## src/rtl/tag_free_list_pkg.sv

```systemverilog
// tag_free_list_pkg: shared defaults and types for the reservation-tag free list
package tag_free_list_pkg;

    localparam int DEF_TAG_WIDTH = 6;
    localparam int DEF_NUM_TAGS  = 64;
    localparam int DEF_NUM_RET   = 2;
    localparam int MAX_RET       = 4;

    typedef logic [DEF_TAG_WIDTH-1:0] tag_t;

    typedef struct packed {
        logic valid;
        tag_t tag;
    } cdb_ret_t;

endpackage

```

## src/rtl/tag_free_list_ptr.sv

```systemverilog
// free_list_ptr: circular pointer advanced by 0..MAX_INC steps, wrapping at N-1 -> 0
module free_list_ptr
    import tag_free_list_pkg::*;
#(
    parameter int N       = DEF_NUM_TAGS,
    parameter int MAX_INC = MAX_RET,
    parameter int PW      = $clog2(N),
    parameter int IW      = $clog2(MAX_INC + 1)
) (
    input  logic [PW-1:0] ptr,
    input  logic [IW-1:0] inc,
    output logic [PW-1:0] next
);

    // Step one slot at a time with an explicit wrap compare so depths that
    // are not a power of two still wrap correctly.
    always_comb begin
        next = ptr;
        for (int i = 0; i < MAX_INC; i++)
            if (i < int'(inc))
                next = (next == PW'(N - 1)) ? '0 : next + 1'b1;
    end

endmodule

```

## src/rtl/tag_free_list.sv

```systemverilog
// tag_free_list: circular free-list of reservation tags, one alloc and up to
// NUM_RET CDB returns per cycle. Optional same-cycle return-to-alloc bypass
// on an empty list is enabled by defining TAG_FREE_LIST_BYPASS_EN.
module tag_free_list
    import tag_free_list_pkg::*;
#(
    parameter int TAG_WIDTH = DEF_TAG_WIDTH,
    parameter int NUM_TAGS  = DEF_NUM_TAGS,
    parameter int NUM_RET   = DEF_NUM_RET,
    parameter int CNT_W     = $clog2(NUM_TAGS + 1)
) (
    input  logic                         clk,
    input  logic                         reset,
    input  logic                         flush,
    input  logic                         alloc_req,
    output logic [TAG_WIDTH-1:0]         alloc_tag,
    output logic                         alloc_valid,
    input  logic [NUM_RET-1:0]           ret_valid,
    input  logic [NUM_RET*TAG_WIDTH-1:0] ret_tag,
    output logic [CNT_W-1:0]             count,
    output logic                         empty,
    output logic                         full,
    output logic                         err
);

    localparam int PTR_W = $clog2(NUM_TAGS);
    localparam int INC_W = $clog2(NUM_RET + 1);

    logic [TAG_WIDTH-1:0] mem [NUM_TAGS];
    logic [TAG_WIDTH-1:0] tag_in [NUM_RET];
    logic [PTR_W-1:0]     rd_ptr, wr_ptr, rd_next;
    logic [PTR_W-1:0]     wr_addr [NUM_RET+1];
    logic [INC_W-1:0]     ofs [NUM_RET+1];
    logic [NUM_RET-1:0]   wr_en;
    logic [CNT_W-1:0]     count_next;
    logic                 pop, bypass, bad;
    int                   occ, acc;

    for (genvar i = 0; i < NUM_RET; i++) begin : g_tag
        assign tag_in[i] = ret_tag[i*TAG_WIDTH +: TAG_WIDTH];
    end

`ifdef TAG_FREE_LIST_BYPASS_EN
    assign bypass = empty && ret_valid[0] && (32'(tag_in[0]) < NUM_TAGS);
`else
    assign bypass = 1'b0;
`endif

    // Head of list is shown ahead; the bypass forwards port 0 onto an empty list.
    always_comb begin
        empty       = count == '0;
        full        = count == CNT_W'(NUM_TAGS);
        alloc_valid = !empty || bypass;
        alloc_tag   = bypass ? tag_in[0] : mem[rd_ptr];
        pop         = alloc_req && !empty;
    end

    // Accept returns in port order against the capacity left after this
    // cycle's pop; each accepted port takes the next slot after the tail.
    always_comb begin
        occ   = int'(count) - int'(pop);
        acc   = 0;
        bad   = 1'b0;
        wr_en = '0;
        for (int i = 0; i < NUM_RET; i++) begin
            ofs[i] = INC_W'(acc);
            if (ret_valid[i] && !(i == 0 && bypass && alloc_req)) begin
                if (32'(tag_in[i]) >= NUM_TAGS || occ + acc >= NUM_TAGS) begin
                    bad = 1'b1;
                end else begin
                    wr_en[i] = 1'b1;
                    acc      = acc + 1;
                end
            end
        end
        ofs[NUM_RET] = INC_W'(acc);
        count_next   = CNT_W'(occ + acc);
    end

    free_list_ptr #(.N(NUM_TAGS), .MAX_INC(NUM_RET)) u_rd (
        .ptr  (rd_ptr),
        .inc  (INC_W'(pop)),
        .next (rd_next)
    );

    // Slot for each return port; the last instance is the new tail pointer.
    for (genvar w = 0; w <= NUM_RET; w++) begin : g_wr
        free_list_ptr #(.N(NUM_TAGS), .MAX_INC(NUM_RET)) u_wr (
            .ptr  (wr_ptr),
            .inc  (ofs[w]),
            .next (wr_addr[w])
        );
    end

    // Reset and flush both refill the list with every tag in ascending order.
    always_ff @(posedge clk) begin
        if (!reset || flush) begin
            for (int k = 0; k < NUM_TAGS; k++)
                mem[k] <= TAG_WIDTH'(k);
            rd_ptr <= '0;
            wr_ptr <= '0;
            count  <= CNT_W'(NUM_TAGS);
        end else begin
            rd_ptr <= rd_next;
            wr_ptr <= wr_addr[NUM_RET];
            count  <= count_next;
            for (int i = 0; i < NUM_RET; i++)
                if (wr_en[i])
                    mem[wr_addr[i]] <= tag_in[i];
        end
    end

    // Sticky error survives flush; only reset clears it.
    always_ff @(posedge clk) begin
        if (!reset)
            err <= 1'b0;
        else if (!flush && bad)
            err <= 1'b1;
    end

endmodule

```

## config.mk

```make
export PLATFORM = sky130hd
export DESIGN_NAME = tag_free_list
export DESIGN_NICKNAME = d
export VERILOG_FILES = /design/src/rtl/tag_free_list_pkg.sv /design/src/rtl/tag_free_list_ptr.sv /design/src/rtl/tag_free_list.sv
export SDC_FILE = /design/constraint.sdc
export NUM_CORES = 1
export LEC_CHECK = 0
export BUFFER_PORTS_ARGS = -buffer_cell sky130_fd_sc_hd__buf_2
export CORE_MARGIN = 2
export CORE_UTILIZATION = 45
export DETAILED_ROUTE_END_ITERATION = 10
export PLACE_DENSITY = 0.61
export SYNTH_ARGS = -nofsm -noshare
export SYNTH_HDL_FRONTEND = slang
export SYNTH_HIERARCHICAL = 1
export SYNTH_SLANG_ARGS = --single-unit
```

## constraint.sdc

```tcl
create_clock -name clk -period 7.07 [get_ports clk]
set_clock_uncertainty 0.05 [all_clocks]
set_input_delay 0.3535 -clock clk [delete_from_list [all_inputs] [get_ports clk]]
set_output_delay 0.3535 -clock clk [all_outputs]
set_load 0.05 [all_outputs]
```

==> results of run 1 <==
[cells in the final DEF, fill, tap and decap left out, drive strengths merged, types with 28 or more instances in the layout]
cell and count:
mux4 117, edfxtp 384, and2 29, nor3 114, o21ai 28, a31oi 71
a211o 44, clkbuf 54, buf 84, mux2 336, nor2 249, nand2 208
[power groups by stage]
stage | clock network, mW | registers, mW | logic [mW]
6_report | 2.34 | 2.78 | 1.12
5_1_grt | 2.43 | 2.79 | 1.16
3_3_place_gp | 0 | 2.82 | 1.09
3_5_place_dp | 0 | 2.83 | 1.09
4_1_cts | 2.34 | 2.78 | 1.09
2_1_floorplan | 0 | 2.82 | 0.722
[kinds of logic (layout without fill, tap and decap cells)]
| family | after synthesis | after routing | share of synthesized area, % |
|---|---|---|---|
| AOI/OAI and AO/OA | 246 | 246 | 7.05 |
| xor gates and xnor gates | 22 | 22 | 0.760 |
| adders and majority gates | 16 | 16 | 0.820 |
| buffers and inverters | 220 | 183 | 3.77 |
| DFF | 404 | 404 | 47.1 |
| muxes | 460 | 460 | 25.6 |
| other | 1 | 9 | 0.0148 |
| and+or+nand+nor | 721 | 721 | 14.9 |
[worst min-delay path by stage]
| stage | start | endpoint | depth (start not counted) |
|---|---|---|---|
| global placement | err | err | 2 |
| floorplan | ret_valid[1] | err | 2 |
| detailed placement | err | err | 2 |
| global route | reset | err | 3 |
| finish | reset | err | 3 |
| CTS | reset | err | 3 |
[worst register-to-register path, cell delays in order (launching register included)]
cell and delay (ns):
dfxtp_1 0.57, or4_4 0.25, nor4_2 0.05, nor2b_1 0.47, ha_1 0.32, ha_1 0.31
inv_1 0.15, or4_4 0.58, and3_1 0.30, ha_1 0.22, nor2b_1 0.13, nor3b_1 0.14
o211a_1 0.35, nor2_8 0.28, inv_1 0.07, ha_1 0.26, mux2_2 0.34, nor2_1 0.20
mux2_2 0.20, ha_1 0.16, nand3_1 0.12, a311oi_1 0.44, nor3_1 0.10, and2_1 0.15
[cell type report]
class,count,share of cell area (%)
Tap cell,748,3.41
Sequential cell,404,43.5
Multi-Input combinational cell,1474,45.6
Timing Repair Buffer,84,2.12
Inverter,16,0.219
Clock buffer,54,4.38
Clock inverter,29,0.792
[sequential cells by signal, summed over array words and instances (netlist names)]
register	count
mem	384
count	7
rd_ptr	6
wr_ptr	6
err	1
[per-layer routing]
metal,GRT usage [%],part of all wire [%],vias to the layer above
li1,-,-,7823
met1,41.3,39,9415
met2,46.0,45,1202
met3,6.87,12,209
met4,11.4,4.0,4
met5,0,0.030,-
==> summary.md, run 1 <==
| Metric | Value |
|---|---|
| # hold bufs at CTS | 0 |
| Worst-path cell chain | or4_4, nor4_2, nor2b_1, ha_1, ha_1, inv_1, or4_4, and3_1, ha_1, nor2b_1, nor3b_1, o211a_1, nor2_8, inv_1, ha_1, mux2_2, nor2_1, mux2_2, ha_1, nand3_1, a311oi_1, nor3_1, and2_1 |
| H-tree depth | 2 |
| Multi-input gate area | between 10000 and 15000 µm² |
| Worst reg2reg setup slack | 0.75 ns |
| Post-synth top area share | 45.5% |
| Final WS setup | 0.751 ns |
| Max Root-Sink Buffers | 3 |
| Pre-antenna DRT Iters | 6 |
| Resized cells post-CTS | 0 |
| Worst Setup Start Kind | register |
| Initial DRC count | between 2000 and 3000 |
| Fmax achieved | 158 MHz |
| CP startpoint | count[3] |
| Most instantiated cells after synthesis | edfxtp_1, mux2_2, nor2_1 |
| Top cell by count, worst path | ha_1 |
| Post-Synthesis Cell Area | approximately 25000 µm² |
| Worst R2R End | wr_ptr[3] |
| Placed Instances | around 2700 |
| Gate family responsible for the most delay along the worst path | simple AND/OR/NAND/NOR gates |
| Setup Buffers After CTS | 0 |
| Clock Power Share | between 30% and 40% |
| Global-route wire length before repair | 126000 µm |
| CP Data Required Time | between 7 and 8 ns |
| Dpl cell area | about 26000 µm² |
| Die Y | between 200 and 250 µm |
| Number of diodes | 0 |
| Setup TNS | 0 ns |
| CP max FO | 10 |
| Final period utilization | approximately nine tenths |
| Fin nets | between 2000 and 2500 |
| R2R depth | 23 |
| Pre-CTS WS | 0.748 ns |
| Post-synthesis async set-or-reset flop share | 0% |
| Max-slew violation count | 0 |
| Power Dens Cells | between 200 and 250 nW/µm² |
| Switch share | between 30% and 40% |
| Power after layout | 6.24 mW |
| Post-DP HPWL | ~56000 µm |
| Yosys warns | 6 |
| Clock Latency Late Sink | about 0.58 ns |
| Internal power | between 4 and 5 mW |
| Hold Crit Class | in2reg |
| DR WL/cell | approximately 31 µm |
| Slew HR | between 7 and 8% |
| Area delta synth->final | 8.43% |
| Row Count | 86 |
| Worst-Margin Slew | 1.39 ns |
| Via-to-Cell Ratio | around 6.6 |
| # clock sinks | 404 |
| CTS tree | done |
| Avg Inst Size Synth | roughly 12 µm² |
| Total gr overflow | 0 |
| Initial Utilization | 45.7% |
| Antenna violations before repair | 2 |
| Post-synth EDFFs | approximately 380 |
| Remaining antenna violation count after routing | 0 |
| Comb pwr share | ~18% |
| Peak supply drop | around 190 µV |
| # fillers | between 4000 and 5000 |
| Post-route insts no fill | around 2800 |
| Setup violators final | 0 |
| MaxCap Viol Count | 0 |
| Post-synthesis register bit count | 404 |
| Critical path buffers and inverters | 2 |
| All-layer global routing usage | between 20% and 30% |
| Final instance area | approximately 27000 µm² |
| Die W | ~240 µm |
| Largest net degree at the start of global routing | between 80 and 90 |
| Total die area | roughly 58000 µm² |
| Clock period minus worst slack | roughly 6.3 ns |
| Routability cong. | 0.894 |
| Slowest cell delay on critical path | between 0.5 and 0.6 ns |
| Critical path type | reg2reg |
| Vias in the first global route | ~18000 |
| Critical R2R Launch | count[3] |
| Top-count cell post-synth | edfxtp_1 |
| Sequential area share after synthesis | between 40% and 50% |
| Port Buffers | 34 |
| Seq. cell area | between 10000 and 15000 µm² |
| Worst EP arrival | about 6.7 ns |
| Post-layout util | between 40% and 50% |
| Hold_ws | between 0.03 and 0.04 ns |
| RSZ-0062 raised after global routing | no |
| Sequential Power Share | around 45% |
| Area contributors post-synth | edfxtp_1, mux2_2, mux4_2, nor2_1, nand2_1 |
| Drt drc | 0 |
| Leakage | 8.76 nW |
| Synth area leader | edfxtp_1 |
| WP depth | 23 |
| Share of layout cells above drive strength 1 | between 30% and 40% |
| Root Driver | clkbuf_16 |
| Wirelength, routed | approximately 86000 µm |
| CTS clk-pin slew, worst paths | 0.06 ns |
| Mapped Cells | ~2100 |
| Vias | around 19000 |
| Post-synth top flop | edfxtp_1 |
| Switching pwr | roughly 1.9 mW |
| Critical-path top delay cell | or4_4 |
| Core area | 55400 µm² |
| Distinct cells, synth | 71 |
| Status | completed |
| Boundary pin count | 35 |
| CP Capture Point | wr_ptr[3] |
| Final Hold Fails | 0 |
| Crit end category | register |
| Total CTS buffers | 46 |
Power figures use the tool's default switching activity.
==> run 2, diff against run 1 <==
Settings changed: MAX_ROUTING_LAYER from default to met4, PLACE_DENSITY 0.61 to 0.63.
Clock period 7.07 ns to 5.4 ns, I/O delays scaled along.
==> run 2 against run 1 <==
- core utilization grew 1.5 points
- flip-flop and latch count is the same
- routed wire length grew 1.3%
- critical path type unchanged
- highest routed layer is now met4
- final cell count grew 2.6%
- setup slack lost 0.62 ns
==> summary.md, run 2 (same netlist as run 1, synthesis figures left out) <==
| Metric | Value |
|---|---|
| Setup violators final | 0 |
| Via-to-Cell Ratio | 6.59 |
| Share of layout cells above drive strength 1 | between 30 and 40% |
| Fmax achieved | ~190 MHz |
| Area delta synth->final | 11.7% |
| Min-Delay Startpoint | ret_tag[1] |
| RSZ-0062 raised after global routing | yes |
| Power Dens Cells | between 300 and 400 nW/µm² |
| All-layer global routing usage | between 30% and 40% |
| Total CTS buffers | 46 |
| Total die area | slightly below 60000 µm² |
| Worst R2R End | mem[37][0] |
| Setup TNS | 0 ns |
| Commonest non-fill, non-tap cell in the layout | edfxtp_1 |
| Antenna violations before repair | 8 |
| Final WS setup | between 0.1 and 0.15 ns |
| CP Data Required Time | ~5.6 ns |
| Crit end category | register |
| Total gr overflow | 0 |
| Peak supply drop | between 200 and 300 µV |
| Drt drc | 0 |
| CTS tree | done |
| Dpl cell area | 26600 µm² |
| CTS clk-pin slew, worst paths | around 0.060 ns |
| Most frequent cells in the layout | edfxtp_1, mux2_2, nor2_1 |
| Routability cong. | ~0.95 |
| Multi-input gate area | 12700 µm² |
| Post-DP HPWL | roughly 58000 µm |
| Vias in the first global route | approximately 18000 |
| Vias | 19000 |
| Fin nets | about 2100 |
| Final period utilization | between 90% and 100% |
| Status | completed |
| Initial DRC count | around 3000 |
| Worst EP arrival | between 5 and 6 ns |
| MaxCap Viol Count | 0 |
| Placed Instances | ~2800 |
| Worst reg2reg setup slack | 0.13 ns |
| Initial Utilization | 45.7% |
| Clock period minus worst slack | about 5.3 ns |
| Row Count | 86 |
| Port Buffers | 34 |
| # clock sinks | around 400 |
| Critical R2R Launch | count[3] |
| Die Y | approximately 240 µm |
| Boundary pin count | 35 |
| Global-route wire length before repair | 127000 µm |
| Largest Register | mem |
| Root Driver | clkbuf_16 |
| DR WL/cell | just over 30 µm |
| Remaining antenna violation count after routing | 0 |
| Max-slew violation count | 0 |
| Pre-antenna DRT Iters | 8 |
| Final Hold Fails | 0 |
| Largest net degree at the start of global routing | 65 |
| Largest registers | mem x384, count x7 |
| Leakage | just over 9 nW |
| Pre-CTS WS | between 0.1 and 0.15 ns |
| H-tree depth | 2 |
| Final instance area | 28300 µm² |
| Max Root-Sink Buffers | 3 |
| Worst Hold End | mem[59][1] |
| Post-layout util | between 50 and 60% |
| Slew HR | 17.9% |
| Largest register FFs | between 300 and 400 |
| Clock Latency Late Sink | around 0.59 ns |
| R2R depth | 18 |
| Seq. cell area | 11900 µm² |
| Post-route insts no fill | about 2900 |
| CP max FO | 10 |
| Hold path cells | 3 |
| Critical path type | reg2reg |
| Wirelength, routed | roughly 87000 µm |
| Die W | approximately 240 µm |
| Core area | between 50000 and 60000 µm² |
| Worst Setup Start Kind | register |
| Hold Crit Class | in2reg |
| # fillers | approximately 4800 |
| Worst-Margin Slew | 1.23 ns |
[run 2: how the worst max path moves through the flow]
stage | startpoint | to
5_1_grt | count[3] | mem[1][1]
2_1_floorplan | count[3] | wr_ptr[5]
3_5_place_dp | count[3] | mem[11][4]
4_1_cts | count[3] | mem[11][4]
3_3_place_gp | count[3] | mem[11][4]
6_report | count[3] | mem[37][0]
[run 2: final cells by class]
| type | instances | area share (%) |
|---|---|---|
| diodes | 3 | 0.0265 |
| inverters | 16 | 0.212 |
| multi-input cells | 1474 | 44.9 |
| well taps | 748 | 3.31 |
| repair buffers | 154 | 3.94 |
| clock buffers | 58 | 4.37 |
| clock inverters | 26 | 1.08 |
| flip-flops and latches | 404 | 42.2 |
[run 2: through the flow]
step / hold slack [ns] / power [mW]
floorplan: 0.354 / 4.69
global placement: 0.486 / 5.19
detailed placement: 0.490 / 5.22
CTS: 0.223 / 8.48
global route: 0.273 / 8.71
finish: 0.254 / 8.51
[run 2: worst max-delay path, cell delays in order (launching register included)]
cell and delay, ns:
dfxtp_4 0.38, or4_4 0.59, nor4_4 0.26, nor2b_4 0.12, ha_2 0.23, ha_1 0.27
inv_2 0.13, or4_4 0.15, and3_4 0.27, o21ai_2 0.10, o21ai_0 0.31, and3_1 0.21
nor3_1 0.05, buf_4 0.16, nor2_1 0.34, nand2_1 0.35, buf_4 0.27, nor3_4 0.32
a211o_1 0.36
[run 2: repair_timing]
item,CTS,global route
hold buffers,2,0
gates resized for setup,0,5
setup buffers,0,16
endpoints found under the setup margin,0,329
hold endpoints to repair,1,0
[run 2: routing by layer]
layer	GRT usage [%]	vias up	wire (µm)	part of all wire [%]
met5	-	-	0	0
met4	12.1	0	3900	4.5
met3	7.76	250	10400	12
met2	46.4	1282	39000	45
met1	40.8	9492	33700	39
li1	-	7976	-	-
[run 2: power breakdown]
part	switching, mW	internal (mW)
logic	1.13	0.440
registers	0.0818	3.55
clock network	1.36	1.95
total	2.56	5.94
